## src/rtl/conv_pkg.sv

```systemverilog
// Shared types and sizing for the conv engine frame scheduler.
package conv_pkg;

   localparam int IMG_W     = 32;
   localparam int IMG_H     = 32;
   localparam int K         = 5;
   localparam int NUM_FMAPS = 6;
   localparam int PIX_W     = 8;

   typedef enum logic [2:0] {
      S_IDLE,
      S_STREAM,
      S_DRAIN,
      S_DONE
   } conv_sched_state_t;

endpackage

```

## src/rtl/conv_frame_sched_if.sv

```systemverilog
// Scheduler control, image BRAM read port, conv pixel stream and conv result strobes.
interface conv_frame_sched_if #(
   parameter int ADDR_W = 10
);
   import conv_pkg::*;

   logic              i_start;
   logic              o_busy;
   logic              o_done;
   logic              o_err;
   logic              o_img_en;
   logic [ADDR_W-1:0] o_img_addr;
   logic [PIX_W-1:0]  i_img_data;
   logic              o_feature_valid;
   logic [PIX_W-1:0]  o_feature;
   logic              i_feature_ready;
   logic              i_conv_valid;
   logic              i_conv_last;
   logic [15:0]       o_out_count;

   modport master (
      input  i_start,
      input  i_img_data,
      input  i_feature_ready,
      input  i_conv_valid,
      input  i_conv_last,
      output o_busy,
      output o_done,
      output o_err,
      output o_img_en,
      output o_img_addr,
      output o_feature_valid,
      output o_feature,
      output o_out_count
   );

   modport slave (
      output i_start,
      output i_img_data,
      output i_feature_ready,
      output i_conv_valid,
      output i_conv_last,
      input  o_busy,
      input  o_done,
      input  o_err,
      input  o_img_en,
      input  o_img_addr,
      input  o_feature_valid,
      input  o_feature,
      input  o_out_count
   );

endinterface

```

## src/rtl/conv_prefetch_fifo.sv

```systemverilog
// Two-entry pixel prefetch buffer with a registered head and flush.
module conv_prefetch_fifo
   import conv_pkg::*;
(
   input  logic             clk,
   input  logic             rst_n,
   input  logic             push,
   input  logic             pop,
   input  logic             flush,
   input  logic [PIX_W-1:0] din,
   output logic [PIX_W-1:0] head,
   output logic [1:0]       occ
);

   logic [PIX_W-1:0] tail;
   logic             do_push;
   logic             do_pop;

   always_comb begin
      do_pop  = pop && (occ != 2'd0);
      do_push = push && ((occ != 2'd2) || do_pop);
   end

   always_ff @(posedge clk or negedge rst_n) begin
      if (!rst_n) begin
         occ  <= 2'd0;
         head <= '0;
         tail <= '0;
      end else if (flush) begin
         occ <= 2'd0;
      end else begin
         unique case ({do_push, do_pop})
            2'b10: begin
               if (occ == 2'd0) head <= din;
               else             tail <= din;
               occ <= occ + 2'd1;
            end
            2'b01: begin
               head <= tail;
               occ  <= occ - 2'd1;
            end
            2'b11: begin
               // occupancy unchanged; the new pixel lands behind the old tail
               if (occ == 2'd1) begin
                  head <= din;
               end else begin
                  head <= tail;
                  tail <= din;
               end
            end
            default: ;
         endcase
      end
   end

endmodule

```

## src/rtl/conv_frame_sched.sv

```systemverilog
// Frame scheduler: streams one image from BRAM into conv and checks conv output beats.
module conv_frame_sched #(
   parameter int IMG_W  = conv_pkg::IMG_W,
   parameter int IMG_H  = conv_pkg::IMG_H,
   parameter int K      = conv_pkg::K,
   parameter int ADDR_W = 10
) (
   input logic                i_clk,
   input logic                i_rst_n,
   conv_frame_sched_if.master bus
);
   import conv_pkg::*;

   localparam int OUT_W = IMG_W - K + 1;
   localparam int OUT_H = IMG_H - K + 1;
   localparam int NPIX  = IMG_W * IMG_H;
   localparam int NOUT  = OUT_W * OUT_H;
   localparam int PTR_W = $clog2(NPIX + 1);

   conv_sched_state_t state_q;
   conv_sched_state_t state_d;

   logic [PTR_W-1:0] rd_ptr_q;
   logic             inflight_q;
   logic             last_seen_q;
   logic             err_q;
   logic [15:0]      out_count_q;

   logic [1:0]       occ;
   logic [PIX_W-1:0] head;

   logic       streaming;
   logic       active;
   logic       fifo_valid;
   logic       pop;
   logic       push;
   logic       issue;
   logic       ptr_end;
   logic       is_final;
   logic       bad_beat;
   logic       final_ok;
   logic       last_xfer;
   logic       start_ok;
   logic       flush;
   logic [2:0] pending;

   always_comb begin
      streaming  = state_q == S_STREAM;
      active     = streaming || (state_q == S_DRAIN);
      fifo_valid = occ != 2'd0;
      pop        = fifo_valid && bus.i_feature_ready;
      push       = inflight_q && streaming;
      ptr_end    = rd_ptr_q == PTR_W'(NPIX);
      is_final   = out_count_q == 16'(NOUT - 1);
      bad_beat   = bus.i_conv_valid &&
                   (!active || last_seen_q || (bus.i_conv_last != is_final));
      final_ok   = bus.i_conv_valid && active && !bad_beat && is_final;
      // a slot freed by this cycle's pop may be refilled at once
      pending    = {1'b0, occ} + {2'b00, inflight_q};
      issue      = streaming && !bad_beat && !ptr_end &&
                   (pending < (3'd2 + {2'b00, pop}));
      last_xfer  = streaming && pop && ptr_end && !inflight_q && (occ == 2'd1);
      start_ok   = (state_q == S_IDLE) && bus.i_start && !bad_beat;
      flush      = bad_beat || start_ok;
   end

   always_comb begin
      state_d = state_q;
      unique case (state_q)
         S_IDLE: begin
            if (start_ok) state_d = S_STREAM;
         end
         S_STREAM: begin
            if (bad_beat)
               state_d = S_IDLE;
            else if (last_xfer)
               state_d = (last_seen_q || final_ok) ? S_DONE : S_DRAIN;
         end
         S_DRAIN: begin
            if (bad_beat)      state_d = S_IDLE;
            else if (final_ok) state_d = S_DONE;
         end
         S_DONE:  state_d = S_IDLE;
         default: state_d = S_IDLE;
      endcase
   end

   always_ff @(posedge i_clk or negedge i_rst_n) begin
      if (!i_rst_n) state_q <= S_IDLE;
      else          state_q <= state_d;
   end

   always_ff @(posedge i_clk or negedge i_rst_n) begin
      if (!i_rst_n) begin
         rd_ptr_q    <= '0;
         inflight_q  <= 1'b0;
         last_seen_q <= 1'b0;
         err_q       <= 1'b0;
         out_count_q <= '0;
      end else begin
         inflight_q <= issue;
         err_q      <= bad_beat;
         if (start_ok) begin
            rd_ptr_q    <= '0;
            last_seen_q <= 1'b0;
            out_count_q <= '0;
         end else begin
            if (issue)
               rd_ptr_q <= rd_ptr_q + PTR_W'(1);
            if (bus.i_conv_valid && active && (out_count_q != 16'hFFFF))
               out_count_q <= out_count_q + 16'd1;
            // final beat seen while pixels remain: finish once they drain
            if (final_ok && streaming)
               last_seen_q <= 1'b1;
         end
      end
   end

   conv_prefetch_fifo u_fifo (
      .clk   (i_clk),
      .rst_n (i_rst_n),
      .push  (push),
      .pop   (pop),
      .flush (flush),
      .din   (bus.i_img_data),
      .head  (head),
      .occ   (occ)
   );

   assign bus.o_busy          = active;
   assign bus.o_done          = state_q == S_DONE;
   assign bus.o_err           = err_q;
   assign bus.o_img_en        = issue;
   assign bus.o_img_addr      = ADDR_W'(rd_ptr_q);
   assign bus.o_feature_valid = fifo_valid;
   assign bus.o_feature       = head;
   assign bus.o_out_count     = out_count_q;

endmodule

```

## src/flat_wrapper.sv

```systemverilog
// flat-port wrapper written by rule: the top's interface ports become plain ports
module conv_frame_sched_flat import conv_pkg::*;
#(
   parameter int IMG_W  = conv_pkg::IMG_W,
   parameter int IMG_H  = conv_pkg::IMG_H,
   parameter int K      = conv_pkg::K,
   parameter int ADDR_W = 10
)
  (i_clk, i_rst_n, bus_i_start, bus_i_img_data, bus_i_feature_ready, bus_i_conv_valid, bus_i_conv_last, bus_o_busy, bus_o_done, bus_o_err, bus_o_img_en, bus_o_img_addr, bus_o_feature_valid, bus_o_feature, bus_o_out_count);
  conv_frame_sched_if #(.ADDR_W(ADDR_W)) bus_i ();
  input logic i_clk;
  input logic i_rst_n;
  input wire logic [$bits(bus_i.i_start)-1:0] bus_i_start;
  input wire logic [$bits(bus_i.i_img_data)-1:0] bus_i_img_data;
  input wire logic [$bits(bus_i.i_feature_ready)-1:0] bus_i_feature_ready;
  input wire logic [$bits(bus_i.i_conv_valid)-1:0] bus_i_conv_valid;
  input wire logic [$bits(bus_i.i_conv_last)-1:0] bus_i_conv_last;
  output wire logic [$bits(bus_i.o_busy)-1:0] bus_o_busy;
  output wire logic [$bits(bus_i.o_done)-1:0] bus_o_done;
  output wire logic [$bits(bus_i.o_err)-1:0] bus_o_err;
  output wire logic [$bits(bus_i.o_img_en)-1:0] bus_o_img_en;
  output wire logic [$bits(bus_i.o_img_addr)-1:0] bus_o_img_addr;
  output wire logic [$bits(bus_i.o_feature_valid)-1:0] bus_o_feature_valid;
  output wire logic [$bits(bus_i.o_feature)-1:0] bus_o_feature;
  output wire logic [$bits(bus_i.o_out_count)-1:0] bus_o_out_count;
  assign bus_i.i_start = bus_i_start;
  assign bus_i.i_img_data = bus_i_img_data;
  assign bus_i.i_feature_ready = bus_i_feature_ready;
  assign bus_i.i_conv_valid = bus_i_conv_valid;
  assign bus_i.i_conv_last = bus_i_conv_last;
  assign bus_o_busy = bus_i.o_busy;
  assign bus_o_done = bus_i.o_done;
  assign bus_o_err = bus_i.o_err;
  assign bus_o_img_en = bus_i.o_img_en;
  assign bus_o_img_addr = bus_i.o_img_addr;
  assign bus_o_feature_valid = bus_i.o_feature_valid;
  assign bus_o_feature = bus_i.o_feature;
  assign bus_o_out_count = bus_i.o_out_count;
  conv_frame_sched #(.IMG_W(IMG_W), .IMG_H(IMG_H), .K(K), .ADDR_W(ADDR_W)) u_core (.i_clk(i_clk), .i_rst_n(i_rst_n), .bus(bus_i));
endmodule
```

## config.mk

```make
export PLATFORM = sky130hd
export DESIGN_NAME = conv_frame_sched_flat
export DESIGN_NICKNAME = d
export VERILOG_FILES = /design/src/rtl/conv_pkg.sv /design/src/rtl/conv_frame_sched_if.sv /design/src/rtl/conv_prefetch_fifo.sv /design/src/rtl/conv_frame_sched.sv /design/src/flat_wrapper.sv
export SDC_FILE = /design/constraint.sdc
export NUM_CORES = 1
export LEC_CHECK = 0
export CORE_UTILIZATION = 35
export CTS_CLUSTER_SIZE = 24
export DETAILED_ROUTE_END_ITERATION = 8
export REMOVE_ABC_BUFFERS = 1
export SYNTH_ARGS = -nofsm -noshare
export SYNTH_HDL_FRONTEND = slang
export SYNTH_HIERARCHICAL = 1
export SYNTH_SLANG_ARGS = --single-unit
```

## constraint.sdc

```tcl
create_clock -name i_clk -period 6.7 [get_ports i_clk]
set_input_delay 2.01 -clock i_clk [delete_from_list [all_inputs] [get_ports i_clk]]
set_output_delay 2.01 -clock i_clk [all_outputs]
set_load 0.1 [all_outputs]
```

==> results.py <==
metrics = {
    "final_layout": {
        "final_nets": 367,
        "antenna_cells": 0,
        "final_common_cell": "nor2_1",
        "area_delta_synth_final_pct": 21.4,
        "drive_gt1_frac": 0.0789,
        "final_cell_mix": "nor2_1, clkdlybuf4s50_1, dfrtp_1",
    },
    "logic_synthesis": {
        "synth-seq-cells": 50,
        "yosysSeqAreaShare": 0.428,
        "syn_area_per_cell_um2": 9.78,
        "syn_area_um2": 2920,
        "yosys_warnings": 6,
        "synth_cells": 299,
        "synth_flop_cell": "dfrtp_1",
        "synth_edf_count": 0,
        "async_flop_share": 1.00,
        "yosysUniqueCellTypes": 49,
    },
    "drt": {
        "viasPerCell": 5.13,
        "wl_per_cell_um": 14.6,
        "drt_iter0_drc": 73,
        "totalWireLength_um": 6480,
        "final_antenna_net_count": 0,
        "drt_first_pass_iters": 5,
        "drc": 0,
        "vias": 2277,
    },
    "floorplan": {
        "core_area_um2": 7890,
        "core.rowCount": 32,
        "initial_core_util": 0.371,
        "die_y_um": 93.4,
        "die_area_um2": 8720,
        "pin_count": 53,
        "dieWidth_um": 93.4,
    },
    "clock_network": {
        "clk_pin_slew_ps": 90,
        "cts_buffers": 5,
        "cts_buffer_depth": 2,
        "cts_tree": "yes",
        "cts_setup_buffers": 0,
        "h-tree-depth": 2,
        "cts.sinks": 50,
        "cts_root_buf": "clkbuf_8",
        "post_cts_resized": 0,
        "clkLatencyLatePin_ps": 300,
        "cts_hold_buf": 0,
    },
    "setup_path": {
        "rr_worst_depth": 5,
        "crit_fanout": 6,
        "crit_type": "input port to output port",
        "crit_required_ps": 4690,
        "worstPathArrival_ps": 4170,
        "cp-end-kind": "output port",
        "cp-start-kind": "input port",
    },
    "placement": {
        "portBuffers": 52,
        "finalWeightedCongestion": 0.825,
        "hpwl_um": 4600,
    },
    "global_routing": {
        "grt-ovfl-total": 0,
        "grt_antenna_before_repair": 0,
        "track_usage": 0.160,
        "grt_pass1_wl_um": 11000,
        "grt_max_degree": 51,
        "first_global_vias": 2203,
    },
    "pwr": {
        "ir_worst_vdd_mv": 0.155,
        "power.total_w": 0.00134,
        "power.density_nw_per_um2": 378,
        "p_leak_nw": 1.57,
    },
    "sta": {
        "min_period_over_period": 0.922,
        "rsz0062_at_grt": "false",
        "skew_ps": 6.49,
        "period_needed_ps": 6180,
        "fmax_ghz": 0.162,
        "hold_ws_ps": 501,
        "slew_violations": 0,
        "hold_viol_final": 0,
        "setup_viol": 0,
        "max_slew_margin": 0.236,
        "tns_ps": 0,
        "tightest_slew_ps": 1140,
    },
    "outcome": {
        "status": "complete, no violations",
    },
    "hold_path": {
        "min_path_type": "register to register",
        "whs_path_depth": 1,
    },
    "run": {
        "drv_cap": 0,
    },
}
critical path, cell delays in order:
cell and delay (ps):
clkdlybuf4s50_1 470, o21ai_0 100, o21ai_0 490, nand2_1 300
a211oi_2 560, buf_12 240
worst paths after layout:
kind / from / to / slack (ps)
worst max-delay path: bus_i_feature_ready / bus_o_img_en / 520
worst min-delay path: u_core/u_fifo/tail[6] / u_core/u_fifo/tail[6] / 500
worst max register to register: u_core/bus.o_out_count[5] / u_core/bus.o_out_count[2] / 3610
worst min register to register: u_core/u_fifo/tail[6] / u_core/u_fifo/tail[6] / 500
max in group asynchronous: i_rst_n / u_core/bus.o_out_count[11] / 4430
min in group asynchronous: i_rst_n / u_core/u_fifo/occ[1] / 1810
Yosys cell counts (2+ instances only):
cell       count  area [um^2]
nor2_1        51          191
dfrtp_1       50         1250
a21oi_1       18         90.1
xnor2_1       16          140
inv_1         14         52.6
nand4_1       13         81.3
buf_4         12         90.1
ha_1          12          150
mux2i_1       12          120
nand2_1       12         45.0
nand3_1        9         45.0
xor2_1         8         70.1
nor4_1         6         37.5
a211oi_1       5         37.5
mux2_2         5         56.3
and3_1         4         25.0
mux2_1         4         45.0
nor3_1         4         20.0
and2_1         3         18.8
buf_2          3         15.0
nor4bb_1       3         30.0
a31oi_1        2         12.5
and4_1         2         17.5
buf_6          2         22.5
clkbuf_1       2         7.51
o21ai_0        2         10.0
o2bb2ai_1      2         17.5
or4_4          2         22.5
where the power goes:
group | internal [W] | switching (W) | total [W] | leakage, nW
Combinational | 0.000194 | 0.000546 | 0.000740 | 0.850
Sequential | 0.000364 | 0.0000531 | 0.000417 | 0.672
Clock | 0.0000836 | 0.000101 | 0.000185 | 0.0482
through the flow:
step / utilization / instances / area [um^2] / setup WS, ps
detailed placement: 0.438 / 436 / 3460 / 487
finish: 0.450 / 444 / 3550 / 521
floorplan: - / 280 / 2790 / 501
global route: 0.450 / 444 / 3550 / 291
CTS: 0.450 / 444 / 3550 / 504
global placement: 0.438 / 436 / 3460 / 606
layer usage:
metal | vias up | global-route usage | routed length (um)
li1 | 1120 | - | -
met1 | 1095 | 0.228 | 3250
met2 | 57 | 0.248 | 2940
met3 | 5 | 0.0309 | 235
met4 | 0 | 0.0397 | 57
met5 | - | 0 | 0
flip-flops by register name (all words and copies together), names as in the netlist, 2 cells and up:
name	count
u_core/u_fifo/tail	8
u_core/u_fifo/head	8
u_core/u_fifo/occ	2
u_core/state_q	2
u_core/rd_ptr_q	11
u_core/bus.o_out_count	16
cell type report:
class	count	area, um^2
clock buffers	7	86.3
clock inverters	1	5.00
fillers	751	4340
inverters	14	52.6
multi-input cells	216	1480
flip-flops and latches	50	1250
well taps	102	128
repair buffers	54	541
kinds of logic after synthesis:
group | share of synthesized area
AO/OA/AOI/OAI | 0.0929
buffers and inverters | 0.0642
flip-flops | 0.428
XOR/XNOR | 0.0719
multiplexers | 0.0758
adder cells (fa/ha/maj) | 0.0514
AND/OR/NAND/NOR | 0.216
(Power assumes the default switching activity.)
